===== config.mk =====
export PLATFORM = sky130hd
export DESIGN_NAME = ucode_sequencer
export DESIGN_NICKNAME = d
export VERILOG_FILES = /design/src/rtl/ucode_seq_pkg.sv /design/src/rtl/irq_prio_enc.sv /design/src/rtl/ucode_sequencer.sv
export SDC_FILE = /design/constraint.sdc
export NUM_CORES = 1
export LEC_CHECK = 0
export ABC_CLOCK_PERIOD_IN_PS = 1500
export BUFFER_PORTS_ARGS = -buffer_cell sky130_fd_sc_hd__clkbuf_2
export CORE_ASPECT_RATIO = 2
export CORE_MARGIN = 1
export CORE_UTILIZATION = 40
export CTS_CLUSTER_SIZE = 12
export DETAILED_ROUTE_END_ITERATION = 8
export PLACE_DENSITY = 0.75
export SLEW_MARGIN = 25
export SYNTH_ARGS = -nofsm -noshare
export SYNTH_HDL_FRONTEND = slang
export SYNTH_SLANG_ARGS = --single-unit

===== constraint.sdc =====
create_clock -name clk -period 1.5 [get_ports clk]
set_input_delay 0.075 -clock clk [delete_from_list [all_inputs] [get_ports clk]]
set_output_delay 0.075 -clock clk [all_outputs]
set_load 0.05 [all_outputs]

===== src/rtl/ucode_seq_pkg.sv =====
// Shared state type and microcode-address helpers for ucode_sequencer.
// Build option UCODE_SEQ_PHASE_TRAP_EN adds the phase-overflow TRAP state.
package ucode_seq_pkg;

   typedef enum logic [2:0] {
      ST_FETCH = 3'd0,
      ST_EXEC  = 3'd1,
      ST_IRQ   = 3'd2,
      ST_WAIT  = 3'd3,
      ST_HALT  = 3'd4
`ifdef UCODE_SEQ_PHASE_TRAP_EN
      , ST_TRAP = 3'd5
`endif
   } seq_state_e;

   function automatic logic [31:0] kind_fetch(input int kw);
      return (32'd1 << kw) - 32'd1;
   endfunction

   function automatic logic [31:0] kind_int(input int kw);
      return kind_fetch(kw) - 32'd1;
   endfunction

   function automatic logic [31:0] type_fetch(input int tw);
      return (32'd1 << tw) - 32'd1;
   endfunction

   // Packs {phase, kind, type}; fields are masked to their widths.
   function automatic logic [31:0] pack_addr(
      input int          kw,
      input int          tw,
      input logic [31:0] ph,
      input logic [31:0] kind,
      input logic [31:0] typ
   );
      return (ph << (kw + tw))
           | ((kind & kind_fetch(kw)) << tw)
           | (typ & type_fetch(tw));
   endfunction

endpackage


===== src/rtl/irq_prio_enc.sv =====
// Lowest-index-wins interrupt priority encoder.
module irq_prio_enc #(
   parameter int NUM_IRQ = 4,
   parameter int VEC_W   = (NUM_IRQ > 1) ? $clog2(NUM_IRQ) : 1
) (
   input  logic [NUM_IRQ-1:0] req_i,
   output logic               valid_o,
   output logic [VEC_W-1:0]   idx_o,
   output logic [NUM_IRQ-1:0] onehot_o
);

   // Scan downwards so the last hit, the lowest index, wins.
   always_comb begin
      valid_o  = 1'b0;
      idx_o    = '0;
      onehot_o = '0;
      for (int i = NUM_IRQ - 1; i >= 0; i--) begin
         if (req_i[i]) begin
            valid_o  = 1'b1;
            idx_o    = VEC_W'(i);
            onehot_o = NUM_IRQ'(1) << i;
         end
      end
   end

endmodule


===== src/rtl/ucode_sequencer.sv =====
// Microcode sequencer: IR, phase counter, IE flag, IRQ entry, wait/halt.
// Define UCODE_SEQ_PHASE_TRAP_EN to trap on phase overflow instead of wrapping.
module ucode_sequencer
   import ucode_seq_pkg::*;
#(
   parameter int INSTR_W  = 16,
   parameter int PHASE_W  = 3,
   parameter int OPKIND_W = 3,
   parameter int OPTYPE_W = 4,
   parameter int NUM_IRQ  = 4,
   localparam int VEC_W   = (NUM_IRQ > 1) ? $clog2(NUM_IRQ) : 1,
   localparam int ADDR_W  = PHASE_W + OPKIND_W + OPTYPE_W
) (
   input  logic                clk,
   input  logic                rst_n,
   input  logic [INSTR_W-1:0]  instr_in,
   input  logic                instr_valid,
   output logic                instr_ready,
   output logic [INSTR_W-1:0]  ir,
   input  logic [OPKIND_W-1:0] dec_op_kind,
   input  logic [OPTYPE_W-1:0] dec_op_type,
   input  logic                dec_halt,
   input  logic                dec_wait,
   input  logic                dec_ei,
   input  logic                dec_di,
   input  logic                uc_end,
   input  logic [NUM_IRQ-1:0]  irq_req,
   output logic [NUM_IRQ-1:0]  irq_ack,
   output logic [VEC_W-1:0]    irq_vec,
   output logic [PHASE_W-1:0]  phase,
   output logic [ADDR_W-1:0]   ucode_addr,
   output logic                fetch,
   output logic                ie,
   output logic                halted,
   output logic                exc_triggered
);

   localparam logic [OPKIND_W-1:0] KIND_FETCH = OPKIND_W'(kind_fetch(OPKIND_W));
   localparam logic [OPKIND_W-1:0] KIND_INT   = OPKIND_W'(kind_int(OPKIND_W));
   localparam logic [OPTYPE_W-1:0] TYPE_FETCH = OPTYPE_W'(type_fetch(OPTYPE_W));

   seq_state_e         state_q, state_d;
   logic [PHASE_W-1:0] phase_q, phase_d;
   logic [INSTR_W-1:0] ir_q, ir_d;
   logic               ie_q, ie_d;
   logic [VEC_W-1:0]   vec_q, vec_d;
   logic [NUM_IRQ-1:0] ack_q, ack_d;
   logic               take_irq;

   logic               irq_valid;
   logic [VEC_W-1:0]   irq_idx;
   logic [NUM_IRQ-1:0] irq_onehot;

   irq_prio_enc #(
      .NUM_IRQ (NUM_IRQ),
      .VEC_W   (VEC_W)
   ) u_prio (
      .req_i    (irq_req),
      .valid_o  (irq_valid),
      .idx_o    (irq_idx),
      .onehot_o (irq_onehot)
   );

   always_ff @(posedge clk or negedge rst_n) begin
      if (!rst_n) begin
         state_q <= ST_FETCH;
         phase_q <= '0;
         ir_q    <= '0;
         ie_q    <= 1'b0;
         vec_q   <= '0;
         ack_q   <= '0;
      end else begin
         state_q <= state_d;
         phase_q <= phase_d;
         ir_q    <= ir_d;
         ie_q    <= ie_d;
         vec_q   <= vec_d;
         ack_q   <= ack_d;
      end
   end

   always_comb begin
      state_d  = state_q;
      phase_d  = phase_q;
      ir_d     = ir_q;
      ie_d     = ie_q;
      vec_d    = vec_q;
      ack_d    = '0;
      take_irq = 1'b0;
      unique case (state_q)
         ST_FETCH: begin
            if (ie_q && irq_valid) begin
               take_irq = 1'b1;
            end else if (instr_valid) begin
               ir_d    = instr_in;
               phase_d = '0;
               state_d = ST_EXEC;
            end
         end
         ST_EXEC, ST_IRQ: begin
            if (uc_end) begin
               phase_d = '0;
               state_d = ST_FETCH;
               if (state_q == ST_EXEC) begin
                  if (dec_halt)      state_d = ST_HALT;
                  else if (dec_wait) state_d = ST_WAIT;
                  if (dec_ei)        ie_d = 1'b1;
                  else if (dec_di)   ie_d = 1'b0;
               end
            end else begin
               phase_d = phase_q + PHASE_W'(1);
`ifdef UCODE_SEQ_PHASE_TRAP_EN
               if (&phase_q) begin
                  phase_d = '0;
                  state_d = ST_TRAP;
               end
`endif
            end
         end
         ST_WAIT: begin
            phase_d = '0;
            if (irq_valid) begin
               if (ie_q) take_irq = 1'b1;
               else      state_d  = ST_FETCH;
            end
         end
`ifdef UCODE_SEQ_PHASE_TRAP_EN
         ST_TRAP: begin
            ie_d    = 1'b0;
            phase_d = '0;
            state_d = ST_FETCH;
         end
`endif
         default: ;
      endcase
      if (take_irq) begin
         state_d = ST_IRQ;
         vec_d   = irq_idx;
         ack_d   = irq_onehot;
         ie_d    = 1'b0;
         phase_d = '0;
      end
   end

   always_comb begin
      fetch         = 1'b0;
      instr_ready   = 1'b0;
      halted        = 1'b0;
      exc_triggered = 1'b0;
      ucode_addr    = ADDR_W'(pack_addr(OPKIND_W, OPTYPE_W, 32'(phase_q),
                                        32'(KIND_FETCH), 32'(TYPE_FETCH)));
      unique case (state_q)
         ST_FETCH: begin
            fetch       = 1'b1;
            instr_ready = !(ie_q && irq_valid);
         end
         ST_EXEC: begin
            ucode_addr = ADDR_W'(pack_addr(OPKIND_W, OPTYPE_W, 32'(phase_q),
                                           32'(dec_op_kind), 32'(dec_op_type)));
         end
         ST_IRQ: begin
            ucode_addr = ADDR_W'(pack_addr(OPKIND_W, OPTYPE_W, 32'(phase_q),
                                           32'(KIND_INT), 32'(vec_q)));
         end
         ST_HALT: halted = 1'b1;
`ifdef UCODE_SEQ_PHASE_TRAP_EN
         ST_TRAP: begin
            exc_triggered = 1'b1;
            ucode_addr    = ADDR_W'(pack_addr(OPKIND_W, OPTYPE_W, 32'd0,
                                              32'(KIND_INT), 32'(TYPE_FETCH)));
         end
`endif
         default: ;
      endcase
   end

   assign ir      = ir_q;
   assign ie      = ie_q;
   assign phase   = phase_q;
   assign irq_vec = vec_q;
   assign irq_ack = ack_q;

endmodule


Word level (Yosys, flattened, before mapping)
Cells that the tools add are included. W data, S select, Z words.

Reduce and logical (&&, ||, !) cells: 13. Bitwise gates (word level): 4. Multiplexer cells: 42. $add $sub $neg: 1. Equal/unequal tests: 9.

Operators by type and width (number): $mux W3 (12); $mux W4 (5); $pmux W10 S2 (1); $pmux W3 S3 (2); $mux W1 (16); $ne A3 B3 Y1 const B (5); $mux W2 (5); $or A10 B2 Y10 (1); $or A10 B4 Y10 (1); $or A10 B7 Y10 (1); $eq A3 B2 Y1 const B (2); $reduce_and A3 Y1 (2); $reduce_and A6 Y1 (1); $reduce_bool A2 Y1 (3); $reduce_and A4 Y1 (1); $reduce_bool A4 Y1 (1); $add A3 B1 Y3 const B (1); $eq A3 B1 Y1 const B (1); $eq A3 B3 Y1 const B (1); $logic_not A3 Y1 (1); $reduce_bool A3 Y1 (1); $pmux W1 S2 (1); $reduce_or A2 Y1 (1); $logic_and A1 B1 Y1 (1); 2 further kinds (2).

Word-level logic and storage cells: 75. Flip-flop bits (word level): 29.

Longest topological paths before layout
Gate-level depths: netlist of the first run.

Depth after elaboration: 9. Gate-level depth with buffers: 6. Mapped depth without buffers: 4.

By module
A second synthesis of the first run with hierarchy kept.

Cell total of the unflattened synthesis: 119. Area, all modules: 1436.4 µm².

By module, submodules not included: ucode_sequencer (cells each 108, sequential area each 725.7 µm², area an instance 1375.1 µm², times used 1); irq_prio_enc (cells each 11, sequential area each 0.0 µm², area an instance 61.3 µm², times used 1).

Worst setup path after synthesis of the first run
No wires, ideal clock.

Path type: reg-to-reg. Start: register state_q[0]. End: register ir_q[10] (netlist: ir[10]). Data arrival time: 2644 ps. Path buffers: 2. Data required time: 1375 ps. Setup time: 125 ps. Setup slack: -1269 ps. Cell stages (with the launch flop): 7. Cells stage by stage: dfrtp_1 > buf_6 > nor3_1 > and2_4 > nand2_4 > buf_12 > mux2_4.

Word-level cells in the longest chain between the ends: 2.

Ends and longest elaborated chain: start, declared (line ucode_sequencer.sv:42) `seq_state_e state_q, state_d;`; start signal, assigned (line ucode_sequencer.sv:73) `state_q <= state_d;`; $logic_not A3 Y1 (line ucode_sequencer.sv:90) `unique case (state_q)`; $reduce_and A3 Y1 (no source line); end signal, assigned (line ucode_sequencer.sv:75) `ir_q <= ir_d;`; end, declared (line ucode_sequencer.sv:44) `logic [INSTR_W-1:0] ir_q, ir_d;`.

Every way passes these cells. A chain may end at the register's enable or synchronous reset.

Worst setup path in the final report of the first run
Start: register state_q[1]. End: register state_q[1].

Word-level cells in the longest chain between the ends: 5. Elaborated cells on any way between the ends: 17. Those cells by class: eq/ne (8); mux (5); reduce/logical (4).

Ends and longest elaborated chain: $eq A3 B1 Y1; $mux W3 (line ucode_sequencer.sv:104) `if (state_q == ST_EXEC) begin`; $mux W3 (line ucode_sequencer.sv:101) `if (uc_end) begin`; $pmux W3 S3 (line ucode_sequencer.sv:90); $mux W3 (line ucode_sequencer.sv:136) `if (take_irq) begin`.

Several ways; a longest one is shown, not always the timed one. The select of a mux whose other input is x is not followed.

==> results.toml, run 1 <==
[synthesis]
yosys_warnings = 0
synth-edff-count = 0
syn_area_sq_um = 1430
yosysTopAreaCell = "dfrtp_1"
synthCells = 114
synth.top_cells.by_count = "dfrtp_1 (29), mux2_2 (10), mux2_4 (9)"
syn-mean-instance-area_sq_um = 12.5
ys_async_sr_fraction = 1.00
synth_cell_types = 37
ys_ff_latch = 29
synth_nets = 150
synthMostInstantiatedCell = "dfrtp_1"
synth_area_leaders = "dfrtp_1 (51%), mux2_4 (9.5%), mux2_2 (7.9%)"
seq_area_frac_synth = 0.508
ys.flop_type = "dfrtp_1"
netlist.area_leader.share = 0.508

[die]
initial_utilization = 0.418
die_y_um = 86.5
rows = 30
ioPinCount = 75
die_w_um = 44.3
coreArea_sq_um = 3420
dieArea_sq_um = 3830

[global_routing]
grt_start_max_net_pins = 30
antenna_found_initial = 0
grt_pass1_wl_um = 5530
grtUsageMet2 = 0.366
met3_usage = 0.0458
grt_usage = 0.197
overflow = 0
busiest_layer = "met2"
met1_usage = 0.190
grt_pass1_vias = 1261

[outcome]
violations = "design-rule violations, negative setup slack"
status = "finished with violations"

[sta]
layout_setup_ws_ns = -0.0225
fmax_ghz = 0.657
finalCritPeriodShare = 1.02
whs_ns = 0.0259
setup-violations-final = 4
tightest_slew_ns = 0.717
grt_setup_unrepaired = "true"
final_max_slew_viol_count = 0
fin_worst_skew_ns = 0.00538
relSlewSlack = 0.522
layout_min_cycle_time_ns = 1.52
hold_viol = 0

[setup_path]
cp_max_fo = 4
end_kind = "flip-flop"
critical_path_arrival_ns = 1.71
r2r-start = "state_q[1]$_DFFE_PN0P_"
r2r_slack_ns = -0.02
critPathKind = "flip-flop to flip-flop"
rr_endpoint = "state_q[1]$_DFFE_PN0P_"
crit_path_start_kind = "flip-flop"
crit_required_ns = 1.69
reg2reg_depth = 5

[flow_run]
drv_cap = 0

[power]
p_leak_nw = 1.19
power_w = 0.00160
power.density_nw_per_um2 = 708
irDropWorstVdd_v = 0.000790

[clock_tree]
cts_sinks = 29
clockBufferDepth = 2
cts_tree = "yes"
path_clk_slew_ns = 0.06
clock_latency_ns = 0.28
cts_htree_levels = 2
cts_buffers = 5
root_buffer = "clkbuf_8"

[detailed_routing]
via_count = 1203
drc = 6
firstDrtPassIters = 6
wirelength_um = 3550
viasPerCell = 4.83
drt_iter0_drc = 24
detail-route-antenna-nets = 0
post_drt_wl_per_cell_um = 14.3

[placed_design]
post-dp-hpwl_um = 2580
numPortBuffers = 73
gp_routability_congestion = 0.808

[worst_hold_path]
min_to = "ir[11]$_DFFE_PN0P_"
hold_class = "primary input to flip-flop"
hold_depth = 2
hold_start = "instr_in[11]"

[final_layout]
fin_nets = 236
area_growth_syn_to_layout_pct = 58.3
final_util = 0.662
antennaDiodeCount = 0
layout-drive-gt1-share = 0.721
[power by group]
part / internal (W) / switching, W
logic: 0.0000474 / 0.0000650
registers: 0.000784 / 0.00000175
clock network: 0.000414 / 0.000291
[cell type report]
class | count | area, sq um
clock buffers | 7 | 96.3
clock inverters | 1 | 5.00
fillers | 258 | 1150
inverters | 4 | 15.0
multi-input cells | 72 | 769
flip-flops and latches | 29 | 731
well taps | 48 | 60.1
repair buffers | 88 | 586
[metal layers]
layer,share of wire,up-vias
li1,-,571
met1,0.35,587
met2,0.58,39
met3,0.046,6
met4,0.024,0
met5,0,-
[timing repair]
item | CTS | global route
gates resized for setup | 34 | 24
hold endpoints to repair | 29 | 0
hold buffers | 1 | 0
pin swaps | 10 | 5
setup endpoints to repair | 12 | 28
buffers inserted | 4 | 1
[per-stage QoR]
step | TNS, ns | cell area (sq um) | setup WS [ns] | cells
2_1_floorplan | -7.55 | 1480 | -0.512 | 114
3_3_place_gp | -0.0146 | 1870 | -0.0146 | 235
3_5_place_dp | -0.0910 | 1870 | -0.0602 | 235
4_1_cts | -0.00886 | 2160 | -0.00463 | 248
5_1_grt | -0.868 | 2260 | -0.0782 | 249
6_report | -0.0676 | 2260 | -0.0225 | 249
[critical path: stages (launching register included)]
cell and delay (ns):
dfrtp_2 0.41, buf_12 0.12, nor3_2 0.03, a21o_2 0.22, or3_4 0.40, o31ai_2 0.24
[logic make-up (layout without fill, tap and decap cells)]
logic type | after synthesis | in the layout | synth area share
other | 1 | 1 | 0.00262
and+or+nand+nor | 32 | 32 | 0.133
AOI/OAI and AO/OA | 18 | 18 | 0.0998
adders and majority gates | 1 | 1 | 0.00876
muxes | 20 | 20 | 0.180
DFF | 29 | 29 | 0.508
buffers and inverters | 13 | 100 | 0.0674
[state kept, by name (all words and copies together), names as in the netlist]
name and cells:
irq_vec 2, irq_ack 4, state_q 3, ir 16, phase 3, ie 1
[placed cells by master, fill, tap and decap left out, drive strengths merged, types with 3 or more instances in the layout]
cell	instances
buf	22
mux2	19
clkbuf	72
inv	4
nor3b	3
o41ai	3
nor3	4
a21oi	3
dfrtp	29
nand2b	4
o21ai	3
nand2	8
nor2	4
[worst max-delay path by stage]
| stage | endpoint | from | cells past startpoint |
|---|---|---|---|
| floorplan | ir[10]$_DFFE_PN0P_ | state_q[1]$_DFFE_PN0P_ | 6 |
| finish | state_q[1]$_DFFE_PN0P_ | state_q[1]$_DFFE_PN0P_ | 5 |
| global placement | state_q[1]$_DFFE_PN0P_ | state_q[1]$_DFFE_PN0P_ | 4 |
| global route | state_q[1]$_DFFE_PN0P_ | state_q[1]$_DFFE_PN0P_ | 5 |
| CTS | state_q[1]$_DFFE_PN0P_ | state_q[1]$_DFFE_PN0P_ | 5 |
| detailed placement | state_q[1]$_DFFE_PN0P_ | state_q[0]$_DFFE_PN0P_ | 4 |
Note: power is estimated with default switching activity, not from simulation.
==> run 2: changes to the inputs <==
--- a/config.mk
+++ b/config.mk
@@ -5,13 +5,14 @@
 export SDC_FILE = /design/constraint.sdc
 export NUM_CORES = 1
 export LEC_CHECK = 0
-export ABC_CLOCK_PERIOD_IN_PS = 1500
+export ABC_CLOCK_PERIOD_IN_PS = 1250
 export BUFFER_PORTS_ARGS = -buffer_cell sky130_fd_sc_hd__clkbuf_2
 export CORE_ASPECT_RATIO = 2
 export CORE_MARGIN = 1
 export CORE_UTILIZATION = 40
 export CTS_CLUSTER_SIZE = 12
 export DETAILED_ROUTE_END_ITERATION = 8
+export HOLD_SLACK_MARGIN = 0.02
 export PLACE_DENSITY = 0.75
 export SLEW_MARGIN = 25
 export SYNTH_ARGS = -nofsm -noshare
==> constraint.sdc (replaced) <==
create_clock -name clk -period 1.25 [get_ports clk]
set_input_delay 0.0625 -clock clk [delete_from_list [all_inputs] [get_ports clk]]
set_output_delay 0.0625 -clock clk [all_outputs]
set_load 0.05 [all_outputs]
==> run 2 against run 1 <==
The flow still finishes with violations (design-rule violations, negative setup slack). Via count rose by 12%. Final cell count rose by 6.8%. Hold slack got worse by 0.0027 ns. Register-to-register slack got worse by 0.27 ns. Clock-buffer cell count fell by 1. Total power rose by 14%. Final area rose by 11%. Sequential power rose by 20%.
==> results.toml, run 2 (synthesis gave the netlist of run 1 again) <==
[detailed_routing]
post_drt_wl_per_cell_um = 16.4
firstDrtPassIters = 6
met3WireLength_um = 183
drt_iter0_drc = 32
viasPerCell = 5.06
drc = 5
drt-met1-wl_um = 1440
wl_met2_um = 2610
wirelength_um = 4360
detail-route-antenna-nets = 0
top_layer = "met4"
via_count = 1346

[sta]
layout_setup_ws_ns = -0.297
finalCritPeriodShare = 1.24
relSlewSlack = 0.509
finalSetupTns_ns = -8.89
hold_viol = 0
fmax_ghz = 0.646
final_max_slew_viol_count = 0
grt_setup_unrepaired = "true"
layout_min_cycle_time_ns = 1.55
setup-violations-final = 39
fin_worst_skew_ns = 0.00961
tightest_slew_ns = 0.736

[final_layout]
antennaDiodeCount = 0
largest_register_ffs = 16
layout-drive-gt1-share = 0.780
final_cell_mix = "clkbuf_2 (63), dfrtp_1 (23), buf_4 (19), mux2_4 (13)"
mostFrequentLayoutCell = "clkbuf_2"
fin_nets = 253
final_cell_area_sq_um = 2500
area_growth_syn_to_layout_pct = 75.1

[clock_tree]
clockBufferDepth = 2
cts_sinks = 29
cts_buffers = 5
cts_tree = "yes"
clock_latency_ns = 0.27
root_buffer = "clkbuf_8"
path_clk_slew_ns = 0.07
cts_htree_levels = 2

[worst_hold_path]
hold_depth = 2
hold_class = "primary input to flip-flop"

[setup_path]
critPathKind = "flip-flop to flip-flop"
cp_max_fo = 6
reg2reg_depth = 5
crit_path_start_kind = "flip-flop"
crit_required_ns = 1.40
critical_path_arrival_ns = 1.70
end_kind = "flip-flop"

[global_routing]
overflow = 0
grt_pass1_vias = 1444
grt_start_max_net_pins = 30
grt_usage = 0.228
antenna_found_initial = 0
grt_pass1_wl_um = 6530

[power]
p_leak_nw = 1.29
p_int_w = 0.00139
pwr-share-comb = 0.082
p_seq_frac = 0.519
power.clock.fraction = 0.399
swShare = 0.238
irDropWorstVdd_v = 0.000631
power.density_nw_per_um2 = 727
power.switching_w = 0.000433

[outcome]
status = "finished with violations"
violations = "design-rule violations, negative setup slack"

[die]
ioPinCount = 75
dieArea_sq_um = 3830
rows = 30
initial_utilization = 0.418
coreArea_sq_um = 3420
die_y_um = 86.5
die_w_um = 44.3

[placed_design]
numPortBuffers = 73
post-dp-hpwl_um = 2790
gp_routability_congestion = 0.829
place_area_sq_um = 2000

[flow_run]
drv_cap = 0
==> run 2: cell type report <==
| type | count | area [sq um] |
|---|---|---|
| clock inverters | 2 | 10.0 |
| repair buffers | 103 | 754 |
| clock buffers | 6 | 72.6 |
| well taps | 48 | 60.1 |
| inverters | 4 | 15.0 |
| multi-input cells | 74 | 857 |
| flip-flops and latches | 29 | 733 |
| fillers | 225 | 913 |
==> run 2: path summary, 6_finish.rpt <==
kind | from | endpoint | slack (ns)
worst min register to register | ir[14]$_DFFE_PN0P_ | ir[14]$_DFFE_PN0P_ | 0.50
max in group asynchronous | rst_n | phase[1]$_DFFE_PN0P_ | 0.34
min in group asynchronous | rst_n | irq_ack[0]$_DFF_PN0_ | 0.38
worst max register to register | state_q[0]$_DFFE_PN0P_ | ir[9]$_DFFE_PN0P_ | -0.30
worst max-delay path | state_q[0]$_DFFE_PN0P_ | ir[9]$_DFFE_PN0P_ | -0.30
worst min-delay path | instr_in[4] | ir[4]$_DFFE_PN0P_ | 0.02
==> run 2: critical path: stages, from the launching register on <==
cell,delay [ns]
dfrtp_2,0.46
buf_6,0.14
nor3_4,0.12
and2_4,0.27
nand2_4,0.11
mux2_4,0.32
==> run 2: power groups by stage <==
stage | clock [W] | combinational [W] | sequential, W
after floorplan | 0 | 0.0000323 | 0.000966
after detailed placement | 0 | 0.000135 | 0.000960
final | 0.000726 | 0.000150 | 0.000943
after global placement | 0 | 0.000129 | 0.000960
after CTS | 0.000727 | 0.000143 | 0.000943
after global routing | 0.000767 | 0.000161 | 0.000943
==> run 2: metal layers <==
metal / vias to the layer above / track usage
li1: 608 / -
met1: 670 / 0.218
met2: 54 / 0.443
met3: 14 / 0.0458
met4: 0 / 0.0909
met5: - / 0
==> run 2: repair_timing <==
action | 4_1_cts | 5_1_grt
gates resized for setup | 55 | 19
pin swaps | 15 | 8
buffers inserted | 7 | 3
cloned | 1 | 1
hold endpoints to repair | 29 | 0
endpoints found under the setup margin | 39 | 39
hold buffers | 1 | 0
==> run 2: stage by stage <==
step	instances	setup WS (ns)	power (W)	hold slack [ns]	util
2_1_floorplan	114	-0.762	0.000998	-0.233	-
3_3_place_gp	247	-0.243	0.00109	0.126	0.585
3_5_place_dp	247	-0.383	0.00110	0.147	0.585
4_1_cts	263	-0.278	0.00181	0.0217	0.702
5_1_grt	266	-0.333	0.00187	0.0218	0.733
6_report	266	-0.297	0.00182	0.0232	0.733
